==> src/rtl/fp_pkg.sv <==
// Shared floating-point datapath definitions: default mantissa width,
// derived significand/product widths, GRS bit positions and FSM states.
package fp_pkg;

  // Stored mantissa width of an IEEE-754 single-precision value
  localparam int BIT_WIDTH = 23;
  // Significand width including the hidden bit
  localparam int SIG_W     = BIT_WIDTH + 1;
  // Full product width of two significands
  localparam int PROD_W    = 2 * SIG_W;

  // Bit positions inside the {guard, round, sticky} field
  localparam int GRS_G = 2;
  localparam int GRS_R = 1;
  localparam int GRS_S = 0;

  typedef enum logic [1:0] {
    IDLE = 2'd0,
    CALC = 2'd1,
    DONE = 2'd2
  } state_t;

endpackage

==> src/rtl/mantissa_multiplier_if.sv <==
// Operand/result handshake bundle of the mantissa multiplier.
// master = producer of operands and consumer of results; slave = multiplier.
interface mantissa_multiplier_if #(
  parameter int BIT_WIDTH = fp_pkg::BIT_WIDTH
);

  logic                 in_valid;
  logic                 in_ready;
  logic [31:0]          in0;
  logic [31:0]          in1;
  logic                 out_valid;
  logic                 out_ready;
  logic [BIT_WIDTH-1:0] out_mantissa;
  logic                 out_exp_inc;
  logic [2:0]           out_grs;

  modport master (
    output in_valid, in0, in1, out_ready,
    input  in_ready, out_valid, out_mantissa, out_exp_inc, out_grs
  );

  modport slave (
    input  in_valid, in0, in1, out_ready,
    output in_ready, out_valid, out_mantissa, out_exp_inc, out_grs
  );

endinterface

==> src/rtl/mantissa_multiplier_normalizer.sv <==
// Combinational normalizer: turns a raw significand product in [1,4) into a
// hidden-bit-stripped mantissa, an exponent-increment flag and GRS bits.
module mantissa_normalizer
  import fp_pkg::*;
#(
  parameter int BIT_WIDTH = fp_pkg::BIT_WIDTH
) (
  input  logic [2*BIT_WIDTH+1:0] i_prod,
  output logic [BIT_WIDTH-1:0]   o_mantissa,
  output logic                   o_exp_inc,
  output logic [2:0]             o_grs
);

  localparam int L_PROD_W = 2 * BIT_WIDTH + 2;

  // Product with its leading one aligned to the top; the leading one itself
  // is the hidden bit and is dropped, so only PROD_W-1 bits remain.
  logic [L_PROD_W-2:0] w_norm;

  // Shift left by one when the product is below 2.0 so both cases share fields
  always_comb begin
    w_norm = '0;
    if (i_prod[L_PROD_W-1]) begin
      w_norm = i_prod[L_PROD_W-2:0];
    end else begin
      w_norm = {i_prod[L_PROD_W-3:0], 1'b0};
    end
  end

  assign o_exp_inc  = i_prod[L_PROD_W-1];
  assign o_mantissa = w_norm[L_PROD_W-2 -: BIT_WIDTH];

  // Guard and round are the two bits right below the kept mantissa,
  // sticky collects everything further down.
  assign o_grs[GRS_G] = w_norm[BIT_WIDTH];
  assign o_grs[GRS_R] = w_norm[BIT_WIDTH-1];
  assign o_grs[GRS_S] = |w_norm[BIT_WIDTH-2:0];

endmodule

==> src/rtl/mantissa_multiplier.sv <==
// Sequential shift-and-add significand multiplier: one partial-product
// step per cycle over BIT_WIDTH+1 cycles, result held until consumed.
module mantissa_multiplier
  import fp_pkg::*;
#(
  parameter int BIT_WIDTH = fp_pkg::BIT_WIDTH
) (
  input  logic                  clk,
  input  logic                  rst_n,
  mantissa_multiplier_if.slave  bus
);

  localparam int L_SIG_W  = BIT_WIDTH + 1;
  localparam int L_PROD_W = 2 * L_SIG_W;
  localparam int CNT_W    = $clog2(BIT_WIDTH + 1);

  state_t r_state;
  state_t w_state_next;

  logic [L_SIG_W-1:0]   r_m;
  logic [L_SIG_W-1:0]   r_a;
  logic [L_SIG_W-1:0]   r_q;
  logic [CNT_W-1:0]     r_cnt;
  logic [BIT_WIDTH-1:0] r_mantissa;
  logic                 r_exp_inc;
  logic [2:0]           r_grs;

  logic                 w_accept;
  logic                 w_last;
  logic                 w_in_ready;
  logic                 w_out_valid;
  logic [L_SIG_W:0]     w_sum;
  logic                 w_carry;
  logic [L_SIG_W-1:0]   w_a_next;
  logic [L_SIG_W-1:0]   w_q_next;
  logic [L_PROD_W-1:0]  w_prod_next;
  logic [BIT_WIDTH-1:0] w_norm_mantissa;
  logic                 w_norm_exp_inc;
  logic [2:0]           w_norm_grs;

  assign w_accept = bus.in_valid && w_in_ready;
  assign w_last   = (r_cnt == CNT_W'(BIT_WIDTH));

  // One shift-and-add step. The carry out of the add is only needed for the
  // cycle it is produced in: it shifts straight into the top of A, so the
  // C register collapses to this wire.
  assign w_sum       = {1'b0, r_a} + {1'b0, (r_q[0] ? r_m : '0)};
  assign w_carry     = w_sum[L_SIG_W];
  assign w_a_next    = {w_carry, w_sum[L_SIG_W-1:1]};
  assign w_q_next    = {w_sum[0], r_q[L_SIG_W-1:1]};
  assign w_prod_next = {w_a_next, w_q_next};

  // The normalizer sees the product as it will stand after this step, so the
  // result registers can load on the final CALC edge.
  mantissa_normalizer #(
    .BIT_WIDTH (BIT_WIDTH)
  ) u_normalizer (
    .i_prod     (w_prod_next),
    .o_mantissa (w_norm_mantissa),
    .o_exp_inc  (w_norm_exp_inc),
    .o_grs      (w_norm_grs)
  );

  // FSM state register
  always_ff @(posedge clk or negedge rst_n) begin
    if (!rst_n) begin
      r_state <= IDLE;
    end else begin
      r_state <= w_state_next;
    end
  end

  // FSM next-state logic
  always_comb begin
    w_state_next = r_state;
    case (r_state)
      IDLE:    if (w_accept)      w_state_next = CALC;
      CALC:    if (w_last)        w_state_next = DONE;
      DONE:    if (bus.out_ready) w_state_next = IDLE;
      default:                    w_state_next = IDLE;
    endcase
  end

  // FSM outputs: handshake flags decoded directly from the state
  always_comb begin
    w_in_ready  = 1'b0;
    w_out_valid = 1'b0;
    case (r_state)
      IDLE:    w_in_ready  = 1'b1;
      DONE:    w_out_valid = 1'b1;
      default: ;
    endcase
  end

  // Operand capture, iteration datapath, counter and result registers
  always_ff @(posedge clk or negedge rst_n) begin
    if (!rst_n) begin
      r_m        <= '0;
      r_a        <= '0;
      r_q        <= '0;
      r_cnt      <= '0;
      r_mantissa <= '0;
      r_exp_inc  <= 1'b0;
      r_grs      <= '0;
    end else begin
      if (r_state == IDLE) begin
        if (w_accept) begin
          // Operands are always treated as normal numbers: hidden bit forced
          r_m   <= {1'b1, bus.in0[BIT_WIDTH-1:0]};
          r_q   <= {1'b1, bus.in1[BIT_WIDTH-1:0]};
          r_a   <= '0;
          r_cnt <= '0;
        end
      end else if (r_state == CALC) begin
        r_a   <= w_a_next;
        r_q   <= w_q_next;
        r_cnt <= r_cnt + 1'b1;
        if (w_last) begin
          r_mantissa <= w_norm_mantissa;
          r_exp_inc  <= w_norm_exp_inc;
          r_grs      <= w_norm_grs;
        end
      end
    end
  end

  assign bus.in_ready     = w_in_ready;
  assign bus.out_valid    = w_out_valid;
  assign bus.out_mantissa = r_mantissa;
  assign bus.out_exp_inc  = r_exp_inc;
  assign bus.out_grs      = r_grs;

endmodule

==> src/flat_wrapper.sv <==
// flat-port wrapper written by rule: the top's interface ports become plain ports
module mantissa_multiplier_flat import fp_pkg::*;
#(
  parameter int BIT_WIDTH = fp_pkg::BIT_WIDTH
)
  (clk, rst_n, bus_in_valid, bus_in0, bus_in1, bus_out_ready, bus_in_ready, bus_out_valid, bus_out_mantissa, bus_out_exp_inc, bus_out_grs);
  mantissa_multiplier_if #(.BIT_WIDTH(BIT_WIDTH)) bus_i ();
  input  logic clk;
  input  logic rst_n;
  input wire logic [$bits(bus_i.in_valid)-1:0] bus_in_valid;
  input wire logic [$bits(bus_i.in0)-1:0] bus_in0;
  input wire logic [$bits(bus_i.in1)-1:0] bus_in1;
  input wire logic [$bits(bus_i.out_ready)-1:0] bus_out_ready;
  output wire logic [$bits(bus_i.in_ready)-1:0] bus_in_ready;
  output wire logic [$bits(bus_i.out_valid)-1:0] bus_out_valid;
  output wire logic [$bits(bus_i.out_mantissa)-1:0] bus_out_mantissa;
  output wire logic [$bits(bus_i.out_exp_inc)-1:0] bus_out_exp_inc;
  output wire logic [$bits(bus_i.out_grs)-1:0] bus_out_grs;
  assign bus_i.in_valid = bus_in_valid;
  assign bus_i.in0 = bus_in0;
  assign bus_i.in1 = bus_in1;
  assign bus_i.out_ready = bus_out_ready;
  assign bus_in_ready = bus_i.in_ready;
  assign bus_out_valid = bus_i.out_valid;
  assign bus_out_mantissa = bus_i.out_mantissa;
  assign bus_out_exp_inc = bus_i.out_exp_inc;
  assign bus_out_grs = bus_i.out_grs;
  mantissa_multiplier #(.BIT_WIDTH(BIT_WIDTH)) u_core (.clk(clk), .rst_n(rst_n), .bus(bus_i));
endmodule
==> config.mk <==
export PLATFORM = sky130hd
export DESIGN_NAME = mantissa_multiplier_flat
export DESIGN_NICKNAME = d
export VERILOG_FILES = /design/src/rtl/fp_pkg.sv /design/src/rtl/mantissa_multiplier_if.sv /design/src/rtl/mantissa_multiplier_normalizer.sv /design/src/rtl/mantissa_multiplier.sv /design/src/flat_wrapper.sv
export SDC_FILE = /design/constraint.sdc
export NUM_CORES = 1
export LEC_CHECK = 0
export BUFFER_PORTS_ARGS = -buffer_cell sky130_fd_sc_hd__buf_2
export CORE_ASPECT_RATIO = 0.9
export CORE_UTILIZATION = 62
export DETAILED_ROUTE_END_ITERATION = 16
export PLACE_DENSITY = 0.86
export SETUP_SLACK_MARGIN = 0.02
export SLEW_MARGIN = 20
export SYNTH_ARGS = -nofsm -noshare
export SYNTH_HDL_FRONTEND = slang
export SYNTH_SLANG_ARGS = --single-unit
export TNS_END_PERCENT = 30
==> constraint.sdc <==
create_clock -name clk -period 7.3 [get_ports clk]
set_input_delay 1.095 -clock clk [delete_from_list [all_inputs] [get_ports clk]]
set_output_delay 1.095 -clock clk [all_outputs]
set_load 0.005 [all_outputs]
==> impl_metrics.ini <==
[synthesis]
synth_top_area_share_pct = 41.8
synth-edff-count = 0
seq_area_frac_synth_pct = 41.8
synth_compound_area_share_pct = 20.0
synth_xor_area_share_pct = 1.52
muxShareOfSynthArea_pct = 5.60
ys_warn_count = 0
synth_adder_area_share_pct = 5.24
yosys.area_share.simple_pct = 22.3
synth_top_family_by_area = simple AND/OR/NAND/NOR gates
synthFlopType = dfrtp_1
synth_largest_area_cell = dfrtp_1
avgSynthCellArea_sq_um = 8.73
netlist_area_sq_mm = 0.00635
synth_area_leaders = dfrtp_1 42%, nand2_1 9.5%, o21ai_0 5.0%
synth_cells = 727
synth_nets = 821
synth_cell_types = 74
async_flop_share_pct = 100
ys_seq_elements = 106

[timing]
finClkSkew_ps = 5.62
slew_violations = 0
worst_pin_slew_ps = 1010
setup_tns_ps = 0
setup_viol = 0
slew_headroom_pct = 32.8
fmax_mhz = 241
final-hold-violation-count = 0
grt_setup_unrepaired = false
fin_crit_sh_pct = 56.9
min_period_ps = 4150
holdWs_ps = 463

[worst_hold_path]
hp-class = flop to flop

[worst_setup_path]
cp.arrival_ps = 4430
rrSetupSlack_ps = 3150
worst-r2r-cell-count = 11
cp-start-kind = flop
critPathKind = flop to flop
crit_end = u_core.bus.out_mantissa[1]$_DFFE_PN0P_
path_max_fanout = 25
crit_start = u_core.r_q[0]$_DFFE_PN0P_
r2r_end = u_core.bus.out_mantissa[1]$_DFFE_PN0P_
end_kind = flop
r2r_start = u_core.r_q[0]$_DFFE_PN0P_
cp_data_required_time_ps = 7580

[cts]
cts_tree = yes
cts.sinks = 106
cts_root_buf = clkbuf_16
clock_latency_ps = 360
cts_hold_buf = 0
clockBufferDepth = 2
h-tree-depth = 3
postCtsSetupRepairBufs = 0
clk_pin_slew_ps = 80
numCtsBuffers = 9
cts_resized = 0

[floorplanning]
die_w_microns = 109
core_area_sq_mm = 0.00983
start_util_pct = 64.6
die_area_sq_mm = 0.0106
io_pins = 97
die_h_microns = 98
row_count = 34

[layout]
layout_common_cells = 160 x nand2_1, 106 x dfrtp_1, 77 x buf_2
drive_gt1_share_pct = 16.5
area_growth_pct = 11.3
fin_util_pct = 71.9
final_cells = 912
layout_commonest_cell = nand2_1
final_net_count = 875
num_antenna_cells = 0

[global_route]
grt_max_degree = 71
antenna_found_initial = 0
first_global_vias = 5466
grt_pass1_wl_microns = 27600
gr-total-overflow = 0
grtUsageTotal_pct = 33.4

[place]
dp.cells = 896
io_buffers = 78
gp_congestion = 0.926
dpl.hpwl_microns = 11900

[pwr]
leakage_nw = 3.36
ir_drop_mv = 0.306
p_per_area_mw_per_mm2 = 448
p_total_mw = 3.17

[detailed_routing]
drc = 0
route.detailed.wl_per_inst_microns = 18.1
vias = 5646
initialDrtViolationCount = 352
ant_nets = 0
drt_wl_total_microns = 16500
dr.pass1.iters = 5
via_per_inst = 6.19

[status]
status = finished, final reports clean

[job]
drv_cap = 0
layer usage:
layer | global-route usage, % | wire length [microns]
met3 | 5.34 | 854
met2 | 54.0 | 7870
met5 | 0 | 0
met1 | 45.6 | 7380
met4 | 11.7 | 426
stage by stage:
| stage | setup WS (ps) | instance area (sq um) |
|---|---|---|
| floorplan | 4580 | 6350 |
| global placement | 3330 | 6770 |
| detailed placement | 3230 | 6770 |
| CTS | 3170 | 7060 |
| global route | 2850 | 7070 |
| finish | 3150 | 7070 |
state kept, by name (all words and copies together) (netlist names):
name,flops
u_core.r_a,24
u_core.bus.out_exp_inc,1
u_core.bus.out_mantissa,23
u_core.r_state,2
u_core.r_q,24
u_core.r_m,24
u_core.bus.out_grs,3
u_core.r_cnt,5
cell type report:
type                       count  area, sq um
clock inverter                 6         58.8
timing repair buffer          84          438
sequential                   106         2650
tap                          126          158
clock buffer                  10          239
inverter                      11         41.3
multi-input combinational    569         3480
fill                         756         2760
cells in the mapped netlist, types with 4 or more instances:
cell and n:
clkbuf_1 26, mux2i_1 31, nor4_1 4, dfrtp_1 106, nand2b_1 8, nand4_1 8
o21ai_1 5, xor2_1 6, nor3_1 14, nor2_1 35, ha_1 25, and2_1 28
nand3_1 28, xnor2_1 5, buf_2 9, a21o_1 6, a31oi_1 4, a211oi_1 9
a21oi_1 40, o211ai_1 10, o21ai_0 64, nand2_1 161, o21a_1 9, inv_1 11
worst min-delay path by stage:
stage / from / end / slack (ps) / cells after the start
final: u_core.r_m[23]$_DFFE_PN0P_ / u_core.r_m[23]$_DFFE_PN0P_ / 460 / 1
after floorplan: u_core.r_m[23]$_DFFE_PN0P_ / u_core.r_m[23]$_DFFE_PN0P_ / 430 / 1
after CTS: u_core.r_m[23]$_DFFE_PN0P_ / u_core.r_m[23]$_DFFE_PN0P_ / 470 / 1
after global placement: u_core.r_m[23]$_DFFE_PN0P_ / u_core.r_m[23]$_DFFE_PN0P_ / 450 / 1
after detailed placement: u_core.r_m[23]$_DFFE_PN0P_ / u_core.r_m[23]$_DFFE_PN0P_ / 450 / 1
after global routing: u_core.r_m[23]$_DFFE_PN0P_ / u_core.r_m[23]$_DFFE_PN0P_ / 490 / 1
critical path: stages, from the launching register on:
cell and delay [ps]:
dfrtp_1 850, and2_1 240, ha_1 210, inv_1 70, fa_1 430, nand2b_1 210
a211oi_1 570, o21ai_1 170, o211ai_2 150, and2_1 660, mux2_1 390, o21ai_1 120
where the power goes:
group | internal, mW | switching, mW | leakage (nW)
logic | 0.620 | 1.00 | 1.88
registers | 0.862 | 0.193 | 1.33
clock network | 0.248 | 0.243 | 0.148
kinds of logic after synthesis:
family                   Yosys count
AND/OR/NAND/NOR                  307
AO/OA/AOI/OAI                    190
flip-flops                       106
buffers and inverters             52
multiplexers                      35
adder cells (fa/ha/maj)           26
XOR/XNOR                          11
Note: power is estimated with default switching activity, not from simulation.
